$ cat src/rtl/mmio_pkg.sv
// Shared constants for the MMIO port responder: register offsets, STATUS bit
// positions and the default I/O window base.
package mmio_pkg;

  localparam logic [31:0] DEFAULT_BASE_ADDR = 32'hFFFF_0000;
  localparam int          IRQ_W             = 3;

  // Word offsets, i.e. Address[5:2]
  localparam logic [3:0] OFF_PORT_OUT  = 4'h0;
  localparam logic [3:0] OFF_PORT_IN   = 4'h1;
  localparam logic [3:0] OFF_STATUS    = 4'h2;
  localparam logic [3:0] OFF_IRQ_EN    = 4'h3;
  localparam logic [3:0] OFF_TIMER     = 4'h4;
  localparam logic [3:0] OFF_TIMER_CMP = 4'h5;

  localparam int ST_RISE  = 0;
  localparam int ST_FALL  = 1;
  localparam int ST_MATCH = 2;

endpackage

$ cat src/rtl/mmio_input_sync.sv
// Two-flop synchronizer for asynchronous PortIn plus a history flop used to
// detect any-bit rising and falling edges on the synchronized value.
module mmio_input_sync #(
  parameter int W = 8
) (
  input  logic         clk,
  input  logic         reset,
  input  logic [W-1:0] din,
  output logic [W-1:0] sync,
  output logic         rise_any,
  output logic         fall_any
);

  logic [W-1:0] meta;
  logic [W-1:0] prev;

  always_ff @(posedge clk or posedge reset) begin
    if (reset) begin
      meta <= '0;
      sync <= '0;
      prev <= '0;
    end else begin
      meta <= din;
      sync <= meta;
      prev <= sync;
    end
  end

  assign rise_any = |(sync & ~prev);
  assign fall_any = |(~sync & prev);

endmodule

$ cat src/rtl/mmio_port_responder.sv
// Memory-mapped I/O responder on the MEM-stage data port: PORT_OUT latch,
// synchronized PORT_IN with sticky edge flags, IRQ mask and, when MMIO_TIMER_EN
// is defined, a free-running timer with compare match.
module mmio_port_responder
  import mmio_pkg::*;
#(
  parameter logic [31:0] BASE_ADDR = DEFAULT_BASE_ADDR,
  parameter int          IN_WIDTH  = 8,
  parameter logic [31:0] OUT_RESET = 32'h0
) (
  input  logic                clk,
  input  logic                reset,
  input  logic [31:0]         Address,
  input  logic [31:0]         WriteData,
  input  logic                MemWrite,
  input  logic                MemRead,
  output logic [31:0]         ReadData,
  output logic                Hit,
  input  logic [IN_WIDTH-1:0] PortIn,
  output logic [31:0]         PortOut,
  output logic                Irq
);

  logic [3:0]          offset;
  logic                wr_en;
  logic [IN_WIDTH-1:0] in_sync;
  logic                rise_any;
  logic                fall_any;
  logic                match_evt;
  logic [IRQ_W-1:0]    status;
  logic [IRQ_W-1:0]    status_set;
  logic [IRQ_W-1:0]    status_clr;
  logic [IRQ_W-1:0]    irq_en;
  logic [31:0]         port_in_ext;
  logic [31:0]         timer_val;
  logic [31:0]         timer_cmp_val;
  logic                unused_addr_lsb;

  assign Hit             = (Address[31:6] == BASE_ADDR[31:6]);
  assign offset          = Address[5:2];
  assign wr_en           = MemWrite && Hit;
  assign unused_addr_lsb = ^Address[1:0];

  mmio_input_sync #(.W(IN_WIDTH)) u_sync (
    .clk      (clk),
    .reset    (reset),
    .din      (PortIn),
    .sync     (in_sync),
    .rise_any (rise_any),
    .fall_any (fall_any)
  );

  always_comb begin
    port_in_ext = '0;
    port_in_ext[IN_WIDTH-1:0] = in_sync;
  end

  always_comb begin
    status_set           = '0;
    status_set[ST_RISE]  = rise_any;
    status_set[ST_FALL]  = fall_any;
    status_set[ST_MATCH] = match_evt;
    status_clr = (wr_en && offset == OFF_STATUS) ? WriteData[IRQ_W-1:0] : '0;
  end

  always_ff @(posedge clk or posedge reset) begin
    if (reset) begin
      PortOut <= OUT_RESET;
      status  <= '0;
      irq_en  <= '0;
    end else begin
      // A set event in the same cycle as a W1C keeps the flag
      status <= (status & ~status_clr) | status_set;
      if (wr_en && offset == OFF_PORT_OUT) PortOut <= WriteData;
      if (wr_en && offset == OFF_IRQ_EN)   irq_en  <= WriteData[IRQ_W-1:0];
    end
  end

`ifdef MMIO_TIMER_EN
  logic [31:0] timer;
  logic [31:0] timer_cmp;

  // Compare uses the pre-increment value; a bus load replaces that cycle's increment
  assign match_evt = (timer == timer_cmp);

  always_ff @(posedge clk or posedge reset) begin
    if (reset) begin
      timer     <= '0;
      timer_cmp <= 32'hFFFF_FFFF;
    end else begin
      timer <= (wr_en && offset == OFF_TIMER) ? WriteData : timer + 32'd1;
      if (wr_en && offset == OFF_TIMER_CMP) timer_cmp <= WriteData;
    end
  end

  assign timer_val     = timer;
  assign timer_cmp_val = timer_cmp;
`else
  assign match_evt     = 1'b0;
  assign timer_val     = '0;
  assign timer_cmp_val = '0;
`endif

  always_comb begin
    ReadData = '0;
    if (MemRead && Hit) begin
      case (offset)
        OFF_PORT_OUT:  ReadData = PortOut;
        OFF_PORT_IN:   ReadData = port_in_ext;
        OFF_STATUS:    ReadData = {{(32-IRQ_W){1'b0}}, status};
        OFF_IRQ_EN:    ReadData = {{(32-IRQ_W){1'b0}}, irq_en};
        OFF_TIMER:     ReadData = timer_val;
        OFF_TIMER_CMP: ReadData = timer_cmp_val;
        default:       ReadData = '0;
      endcase
    end
  end

  assign Irq = |(status & irq_en);

endmodule

$ cat config.mk
export PLATFORM = sky130hd
export DESIGN_NAME = mmio_port_responder
export DESIGN_NICKNAME = d
export VERILOG_FILES = /design/src/rtl/mmio_pkg.sv /design/src/rtl/mmio_input_sync.sv /design/src/rtl/mmio_port_responder.sv
export SDC_FILE = /design/constraint.sdc
export NUM_CORES = 1
export LEC_CHECK = 0
export BUFFER_PORTS_ARGS = -buffer_cell sky130_fd_sc_hd__buf_2
export CAP_MARGIN = 40
export CORE_ASPECT_RATIO = 0.7
export CORE_MARGIN = 8
export CORE_UTILIZATION = 49
export DETAILED_ROUTE_END_ITERATION = 8
export PLACE_DENSITY = 0.92
export SLEW_MARGIN = 20
export SYNTH_ARGS = -nofsm -noshare
export SYNTH_HDL_FRONTEND = slang
export SYNTH_SLANG_ARGS = --single-unit
$ cat constraint.sdc
create_clock -name clk -period 4.1 [get_ports clk]
set_clock_uncertainty 0.2 [all_clocks]
set_input_delay 0.41 -clock clk [delete_from_list [all_inputs] [get_ports clk]]
set_output_delay 0.41 -clock clk [all_outputs]
set_load 0.01 [all_outputs]
==> metrics.md, run 1 <==
| Metric | Value |
|---|---|
| Status | finished clean |
| Latest clock arrival within the worst-skew pair | 320 ps |
| Vias in the first global route | 2315 |
| EDFF count, synth | 0 |
| Core area | 5640 µm² |
| CTS Buffer Depth | 2 |
| Worst-Margin Slew | 610 ps |
| Peak supply drop | 0.000221 V |
| Fill count | 425 |
| GRT Util Overall | 0.170 |
| CTS tree | built |
| CP Class | input pin to flip-flop |
| CP max FO | 21 |
| WP data required | 4100 ps |
| Slew Viols, Final | 0 |
| First-pass GRT wire length | 11300 µm |
| Die area | 8450 µm² |
| Worst setup SP type | input pin |
| Worst r2r path cells | 4 |
| Routed len/inst | 16.5 µm |
| RSZ-0062 raised after global routing | false |
| # rows | 23 |
| Yosys reg bits | 62 |
| Routed Antenna Nets | 0 |
| Final Non-Filler Cells | 432 |
| Post-Route Setup TNS | 0 ps |
| Ratio of cells with drive above 1 in the final layout | 0.560 |
| Drt first pass iters | 5 |
| Final setup viols | 0 |
| Min-Delay Endpoint | status[2] |
| Commonest non-fill, non-tap cell in the layout | buf_2 |
| Critical Path Sink Type | flip-flop |
| Drt initial violations | 94 |
| HP Class | input pin to flip-flop |
| Hold path start | WriteData[2] |
| # IOs | 142 |
| Data arrival, critical path | 2620 ps |
| Initial antenna violation count | 0 |
| H-tree Lvls | 3 |
| Nets@finish | 428 |
| Initial core utilization | 0.498 |
| PwrDens | 331 nW/µm² |
| Setup slack, reg-to-reg | 2850 ps |
| Ys Warns | 0 |
| Commonest cells after routing, fill and taps aside | buf_2, dfrtp_1, mux2_4 |
| Root Driver | clkbuf_8 |
| Die X-Extent | 106 µm |
| Syn Area/Cell | 14.3 µm² |
| Hold Crit Depth | 2 |
| Yosys cell types | 31 |
| Final Hold Fails | 0 |
| Fmax | 382 MHz |
| Cell count after synthesis | 197 |
| Tcrit/Tclk final | 0.638 |
| Drt drc | 0 |
| TritonCTS Buffers | 9 |
| Post-synthesis async set-or-reset flop share | 1.00 |
| Antenna cells | 0 |
| Mapped Nets | 273 |
| Vias per cell | 4.99 |
| P&R area growth vs syn | 38.1% |
| Detail Placement HPWL | 5620 µm |
| Grt ovf | 0 |
| Routability cong. | 0.824 |
| Seq/Total Area, Yosys | 0.553 |
| Leakage power | 2.22 nW |
| Clock transition at path regs | 60 ps |
| Post-cts resize count | 0 |
| Max cap viols | 0 |
| Drt total wl | 7150 µm |
| Most used DFF post-synth | dfrtp_1 |
| Register Area | 1550 µm² |
| Final min period | 2620 ps |
| TritonCTS Sinks | 62 |
| Placed cell count | 407 |
| Reg-to-reg critical path endpoint | status[0] |
| Largest net degree at the start of global routing | 40 |
| Vias post-DR | 2154 |
| Slew headroom | 0.588 |
| Reg2reg start | u_sync.sync[2] |
| Netlist Area Pre-Place | 2810 µm² |
| Die Ht | 79.3 µm |
| Port Buffers | 139 |
| Multi-input logic area | 1150 µm² |
-- cell type report --
class | instances | share of cell area
Clock inverter | 4 | 0.0181
Timing Repair Buffer | 151 | 0.212
Sequential cell | 62 | 0.400
Multi-Input combinational cell | 115 | 0.296
Inverter | 13 | 0.0126
Tap cell | 75 | 0.0242
Clock buffer | 12 | 0.0374
-- per-layer routing --
layer,global-route usage,share of wire,up-vias
met5,0,0,-
met4,0.0559,0.014,0
met3,0.0736,0.095,12
met2,0.283,0.49,89
met1,0.193,0.40,1045
li1,-,-,1008
-- cell families after synthesis --
kind of cell | synth area share
flops | 0.553
simple gates | 0.150
mux | 0.222
buf+inv | 0.0414
compound gates | 0.0334
-- through the flow --
step	area, µm²	utilization	hold slack (ps)	power, W	worst slack (ps)
after floorplan	2810	-	131	0.000671	1790
after global placement	3550	0.630	134	0.000716	1080
after detailed placement	3570	0.633	136	0.000720	1150
after CTS	3880	0.687	68.9	0.00130	1500
after global routing	3880	0.687	79.0	0.00134	1420
final	3880	0.687	90.5	0.00128	1480
-- report_power, final --
group / total (W) / internal [W] / switching, W
clock network: 0.000569 / 0.000357 / 0.000212
registers: 0.000631 / 0.000624 / 0.00000735
logic: 0.0000833 / 0.0000452 / 0.0000380
-- worst max-delay path, stage by stage --
cell	delay, ps
buf_2	110
nor4b_4	310
nand4_2	210
or4_2	950
buf_12	280
mux2_1	330
-- how the worst max path moves through the flow --
stage	start	to	slack, ps
global route	Address[7]	PortOut[10]	1420
CTS	Address[7]	PortOut[10]	1500
global placement	Address[7]	PortOut[10]	1080
finish	Address[7]	PortOut[10]	1480
detailed placement	Address[7]	PortOut[10]	1150
floorplan	Address[31]	PortOut[0]	1790
-- flip-flops by register name, indices dropped and copies added, names as in the netlist --
name,flops
irq_en,3
u_sync.prev,8
PortOut,32
u_sync.sync,8
status,3
u_sync.meta,8
-- cells in the mapped netlist (4+ instances only) --
cell type,count,area (µm²)
inv_1,13,48.8
a221oi_1,4,35.0
mux2i_1,5,50.1
nor3_1,4,20.0
mux2_4,30,450
nand4_1,5,31.3
dfrtp_1,62,1550
and2_1,26,163
nor2_1,6,22.5
-- timing repair --
item	4_1_cts	5_1_grt
endpoints found under the hold margin	31	0
hold buffers	9	0
setup buffers	0	0
endpoints found under the setup margin	0	0
(Power assumes the default switching activity.)
==> inputs of run 2 (changes only) <==
Settings changed: ABC_AREA from default to 1, CORE_UTILIZATION 49 to 46, PLACE_DENSITY 0.92 to 0.87.
Clock period 4.1 ns to 2.5 ns, I/O delays scaled along.
==> run 2 against run 1 <==
Compared with the run above:
- synthesized cell count increased by 72%
- via count increased by 32%
- power increased by 54%
- sequential share of layout area decreased by 3.4 points
- core utilization about the same
- non-clock buffer count increased by 34
- design area increased by 9.2%
- sequential power increased by 63%
- combinational power increased by 130%
- hold slack got worse by 70 ps
- wire length increased by 18%
- critical endpoint is now ReadData[6]
- highest routed layer unchanged
==> metrics.md, run 2 <==
| Metric | Value |
|---|---|
| Status | finished clean |
| Slew headroom | 0.627 (+0.0390) |
| P&R area growth vs syn | 45.8% |
| Commonest cells after routing, fill and taps aside | buf_2, nand2_1, dfrtp_1 |
| Drt initial violations | 124 (+32%) |
| Final Hold Fails | 0 (unchanged) |
| Synth cell count leaders | nand2_1, dfrtp_1, inv_1 |
| Placed cell count | 550 (+35%) |
| Peak supply drop | 0.000490 V (+120%) |
| TritonCTS Buffers | 9 (unchanged) |
| CP Class | input pin to primary output |
| Vias post-DR | 2840 (+32%) |
| Multi-input logic area | 1070 µm² (-6.6%) |
| Leakage power | 2.33 nW (+4.8%) |
| Fmax | 487 MHz |
| Max cap viols | 0 (unchanged) |
| Cell taking the most area after synthesis | dfrtp_1 |
| # rows | 24 (+4.3%) |
| Commonest non-fill, non-tap cell in the layout | buf_2 |
| Fill count | 511 (+20%) |
| Drt total wl | 8420 µm (+18%) |
| Initial core utilization | 0.472 (-0.0262) |
| Mapped Nets | 415 (+52%) |
| PwrDens | 469 nW/µm² (+41%) |
| CTS tree | built |
| EDFF count, synth | 0 (unchanged) |
| Latest clock arrival within the worst-skew pair | 330 ps (about the same) |
| # IOs | 142 (unchanged) |
| Top post-synthesis cells by area | dfrtp_1, nand2_1, o21ai_2 |
| Drt drc | 0 (unchanged) |
| Tcrit/Tclk final | 0.822 |
| Reg with most FFs | PortOut |
| Nets@finish | 599 (+40%) |
| Data arrival, critical path | 1600 ps (-1020 ps) |
| Initial antenna violation count | 0 (unchanged) |
| Netlist Area Pre-Place | 2900 µm² (+3.4%) |
| Routed len/inst | 13.9 µm (-16%) |
| Routability cong. | 0.816 (-0.98%) |
| Core area | 6160 µm² (+9.1%) |
| Post-Route Setup TNS | 0 ps (unchanged) |
| Routed Antenna Nets | 0 (unchanged) |
| Syn Area/Cell | 8.56 µm² (-40%) |
| Final min period | 2050 ps |
| Die X-Extent | 111 µm (+4.2%) |
| Post-synthesis async set-or-reset flop share | 1.00 (unchanged) |
| Final Non-Filler Cells | 606 (+40%) |
| Post-cts resize count | 0 (unchanged) |
| Worst r2r path cells | 5 (+1) |
| Detail Placement HPWL | 6100 µm (+8.5%) |
| Die Ht | 82.5 µm (+3.9%) |
| Critical Path Sink Type | primary output |
| Number of flip-flops in the largest register | 32 (unchanged) |
| Yosys reg bits | 62 (unchanged) |
| Yosys cell types | 22 (-29%) |
| GRT Util Overall | 0.186 (+0.0164) |
| Vias in the first global route | 2987 (+29%) |
| Worst-Margin Slew | 559 ps (-51.0 ps) |
| Seq/Total Area, Yosys | 0.534 (-0.0181) |
| Die area | 9150 µm² (+8.3%) |
| Ys Warns | 0 (unchanged) |
| Port Buffers | 139 (unchanged) |
| Antenna cells | 0 (unchanged) |
| Hold Crit Depth | 3 (+1) |
| Drt first pass iters | 6 (+1) |
| CTS Buffer Depth | 2 (unchanged) |
| Root Driver | clkbuf_8 |
| Largest net degree at the start of global routing | 40 (unchanged) |
| WP data required | 2050 ps (-2050 ps) |
| First-pass GRT wire length | 13900 µm (+23%) |
| TritonCTS Sinks | 62 (unchanged) |
| Clock transition at path regs | 70 ps (about the same) |
| Vias per cell | 4.69 (-6.0%) |
| RSZ-0062 raised after global routing | false |
| Cell count after synthesis | 339 (+72%) |
| Yosys top cell area share | 0.534 (-0.0181) |
| Ratio of cells with drive above 1 in the final layout | 0.377 (-0.183) |
| CP max FO | 8 (-62%) |
| H-tree Lvls | 3 (unchanged) |
| Register Area | 1550 µm² (unchanged) |
| Slew Viols, Final | 0 (unchanged) |
| Most common cell in the netlist | nand2_1 |
| Final setup viols | 0 (unchanged) |
| Worst setup SP type | input pin |
| HP Class | input pin to flip-flop |
| Grt ovf | 0 (unchanged) |
| Most used DFF post-synth | dfrtp_1 |
[run 2: changes by cell type after synthesis, sizes merged, moves of 7 or more]
cell / delta
nand2: +102
inv: +36
o21ai: +41
and2: -26
mux2: -35
nand3: +7
nor2: +35
[run 2: power breakdown]
group	internal, W	total [W]	switching (W)
clock network	0.000360	0.000763	0.000403
logic	0.000101	0.000188	0.0000865
registers	0.00102	0.00103	0.00000988
total	0.00148	0.00198	0.000499
[run 2: final timing paths]
check	end	from	slack, ps
worst max-delay path	ReadData[6]	Address[7]	450
worst min-delay path	PortOut[2]	WriteData[2]	20
worst max register to register	status[0]	u_sync.sync[5]	1260
worst min register to register	u_sync.sync[5]	u_sync.meta[5]	150
max in group asynchronous	PortOut[0]	reset	1150
min in group asynchronous	PortOut[15]	reset	360
[run 2: worst max-delay path, cell delays in order]
cell	delay, ps
buf_2	90
or2_0	200
nor2_1	100
nand2_1	140
nor2_8	180
nand3_1	250
a21oi_1	210
buf_2	160
[run 2: layer usage]
layer  routed length (µm)  global-route usage
met1                 3290               0.199
met3                  595              0.0693
met2                 4430               0.340
met4                  101              0.0644
met5                    0                   0
[run 2: cells by family (layout without fill, tap and decap cells)]
kind of cell    count (synthesis)  count (layout)  share of synthesized area
compound gates                 49              49                      0.129
simple gates                  167             167                      0.240
buf+inv                        61             250                     0.0965
flops                          62              62                      0.534
[run 2: final cells by class]
class                           count  share of cell area
Sequential cell                    62               0.367
Tap cell                           78              0.0231
Timing Repair Buffer              185               0.273
Multi-Input combinational cell    216               0.253
Clock buffer                        9              0.0293
Inverter                           49              0.0435
Clock inverter                      7              0.0118
[run 2: through the flow]
step	area, µm²	utilization	hold slack [ps]	power (W)	setup slack, ps
6_report	4230	0.687	20.9	0.00198	445
4_1_cts	4230	0.687	1.97	0.00201	451
3_3_place_gp	3660	0.594	130	0.00118	519
3_5_place_dp	3660	0.594	137	0.00119	455
5_1_grt	4230	0.687	16.6	0.00207	281
2_1_floorplan	2900	-	81.4	0.00111	509
[run 2: timing repair]
item / in CTS / in global routing
hold buffers: 40 / 0
hold endpoints to repair: 63 / 0
buffers inserted: 0 / 0
==> inputs of run 3 (changes only) <==
Clock period 2.5 ns to 2.1 ns, I/O delays scaled along.
==> run 3 against run 2 <==
Compared with the run above:
- hold slack improved by 130 ps
- non-clock buffer count increased by 4
- critical path type unchanged
- power increased by 22%
- global-route usage decreased by 0.36 points
- sequential share of layout area decreased by 0.39 points
- sequential cell count unchanged
- combinational power increased by 20%
- die area unchanged
- sequential power increased by 19%
- register-to-register slack got worse by 380 ps
- wire length decreased by 3.8%
==> metrics.md, run 3 (same netlist as run 2, synthesis figures left out) <==
| Metric | Value |
|---|---|
| TritonCTS Buffers | 9 (unchanged) |
| Routed Antenna Nets | 0 (unchanged) |
| Max cap viols | 0 (unchanged) |
| Tcrit/Tclk final | 0.924 |
| Port Buffers | 139 (unchanged) |
| PwrDens | 565 nW/µm² (+21%) |
| Reg with most FFs | PortOut |
| Vias per cell | 4.60 (-1.8%) |
| Critical Path Sink Type | primary output |
| Initial antenna violation count | 0 (unchanged) |
| Hold path start | u_sync.meta[4] |
| Core area | 6160 µm² (unchanged) |
| Die X-Extent | 111 µm (unchanged) |
| Fmax | 515 MHz |
| Final min period | 1940 ps |
| Drt total wl | 8100 µm (-3.8%) |
| Vias post-DR | 2807 (-1.2%) |
| Initial core utilization | 0.472 (unchanged) |
| Reg2reg start | u_sync.sync[5] |
| Latest clock arrival within the worst-skew pair | 340 ps (about the same) |
| Slew Viols, Final | 0 (unchanged) |
| Root Driver | clkbuf_8 |
| Worst-Margin Slew | 407 ps (-152 ps) |
| Pre-CTS WS | 162 ps (-293 ps) |
| Setup crit start | Address[7] |
| Final Hold Fails | 0 (unchanged) |
| RSZ-0062 raised after global routing | false |
| Crit path largest cell delay | 260 ps (about the same) |
| Die area | 9150 µm² (unchanged) |
| Drt initial violations | 134 (+8.1%) |
| Final setup viols | 0 (unchanged) |
| Data arrival, critical path | 1530 ps (-70 ps) |
| Peak supply drop | 0.000470 V (-4.1%) |
| Status | finished clean |
| Vias in the first global route | 2939 (-1.6%) |
| H-tree Lvls | 3 (unchanged) |
| Routed len/inst | 13.3 µm (-4.4%) |
| Largest net degree at the start of global routing | 46 (+15%) |
| # IOs | 142 (unchanged) |
| Cell mode on critical path | buf_2 |
| Critical Path, Cell by Cell | buf_2 > or2_0 > nor2_1 > nand2_1 > nor2_8 > nand3_1 > a21oi_1 > buf_2 |
| Final Total Pwr | 0.00242 W (+22%) |
| HP Class | flip-flop to flip-flop |
| CP Class | input pin to primary output |
| Post-cts resize count | 0 (unchanged) |
| Commonest non-fill, non-tap cell in the layout | buf_2 |
| Worst path slowest cell | nand3_1 |
| Detail Placement HPWL | 5900 µm (-3.4%) |
| CTS Buffer Depth | 2 (unchanged) |
| Setup slack, reg-to-reg | 880 ps (-380 ps) |
| Routability cong. | 0.808 (-0.91%) |
| P&R area growth vs syn | 47.3% |
| # rows | 24 (unchanged) |
| TritonCTS Sinks | 62 (unchanged) |
| First-pass GRT wire length | 13600 µm (-2.3%) |
| WP data required | 1690 ps (-360 ps) |
| Worst setup SP type | input pin |
| Drt drc | 0 (unchanged) |
| Reg-to-reg critical path endpoint | status[0] |
| Ratio of cells with drive above 1 in the final layout | 0.378 (+0.000926) |
| Commonest cells after routing, fill and taps aside | buf_2, nand2_1, dfrtp_1 |
| Number of flip-flops in the largest register | 32 (unchanged) |
| CP max FO | 8 (unchanged) |
| Drt first pass iters | 4 (-2) |
| Setup ws final | 159 ps (-286 ps) |
| Clock transition at path regs | 80 ps (about the same) |
| Nets@finish | 603 (+0.67%) |
| Critical Path End | ReadData[5] |
| Worst r2r path cells | 5 (unchanged) |
| Leakage power | 2.36 nW (+1.3%) |
| Antenna cells | 0 (unchanged) |
| Post-Route Setup TNS | 0 ps (unchanged) |
| Die Ht | 82.5 µm (unchanged) |
| CTS tree | built |
| GRT Util Overall | 0.182 (-0.00356) |
| Slew headroom | 0.728 (+0.101) |
| Grt ovf | 0 (unchanged) |
-- run 3: cell count changes in the layout (fill, tap and decap cells not counted), sizes merged --
cell / previous run / this run
inv: 50 / 55
clkinv: 3 / 0
buf: 145 / 147
clkinvlp: 3 / 1
dlygate4sd3: 40 / 42
-- run 3: layout make-up --
cell class                      count  area, µm²
Tap cell                           78       97.6
Sequential cell                    62       1550
Inverter                           49        184
Clock buffer                        9        124
Multi-Input combinational cell    216       1070
Timing Repair Buffer              189       1190
Clock inverter                      7       60.1
Fill cell                         472       1880
-- run 3: worst max-delay path: cells and delay by family --
family                 cells  cell delay [ps]
AO/OA/AOI/OAI              1              220
buffers and inverters      2              250
AND/OR/NAND/NOR            5              850
-- run 3: report_power, final --
group          switching (W)  internal (W)
Clock               0.000513      0.000452
Sequential         0.0000115       0.00122
Combinational       0.000102      0.000124
Total               0.000626       0.00179
-- run 3: worst min-delay path by stage --
stage / to / slack [ps] / cells after the start
global placement: PortOut[15] / 20 / 2
detailed placement: PortOut[15] / 30 / 2
finish: u_sync.sync[4] / 150 / 0
global route: u_sync.sync[1] / 160 / 0
CTS: status[2] / 150 / 6
floorplan: u_sync.meta[0] / 40 / 0
-- run 3: layer usage --
layer / global-route usage / share of wire / up-vias / wire (µm)
li1: - / - / 1426 / -
met3: 0.0736 / 0.076 / 11 / 614
met5: 0 / 0 / - / 0
met2: 0.331 / 0.51 / 104 / 4170
met1: 0.199 / 0.40 / 1266 / 3210
met4: 0.0470 / 0.014 / 0 / 110
-- run 3: metrics by stage --
step,utilization,std cells,hold slack [ps],cell area (µm²)
final,0.695,610,152,4280
after CTS,0.695,610,146,4280
after global placement,0.597,552,24.6,3670
after global routing,0.695,610,162,4280
after floorplan,-,339,41.4,2900
after detailed placement,0.597,552,34.4,3670
-- run 3: timing repair --
| action | in CTS | in global routing |
|---|---|---|
| buffers inserted | 0 | 0 |
| hold buffers | 42 | 0 |
| endpoints found under the hold margin | 63 | 0 |
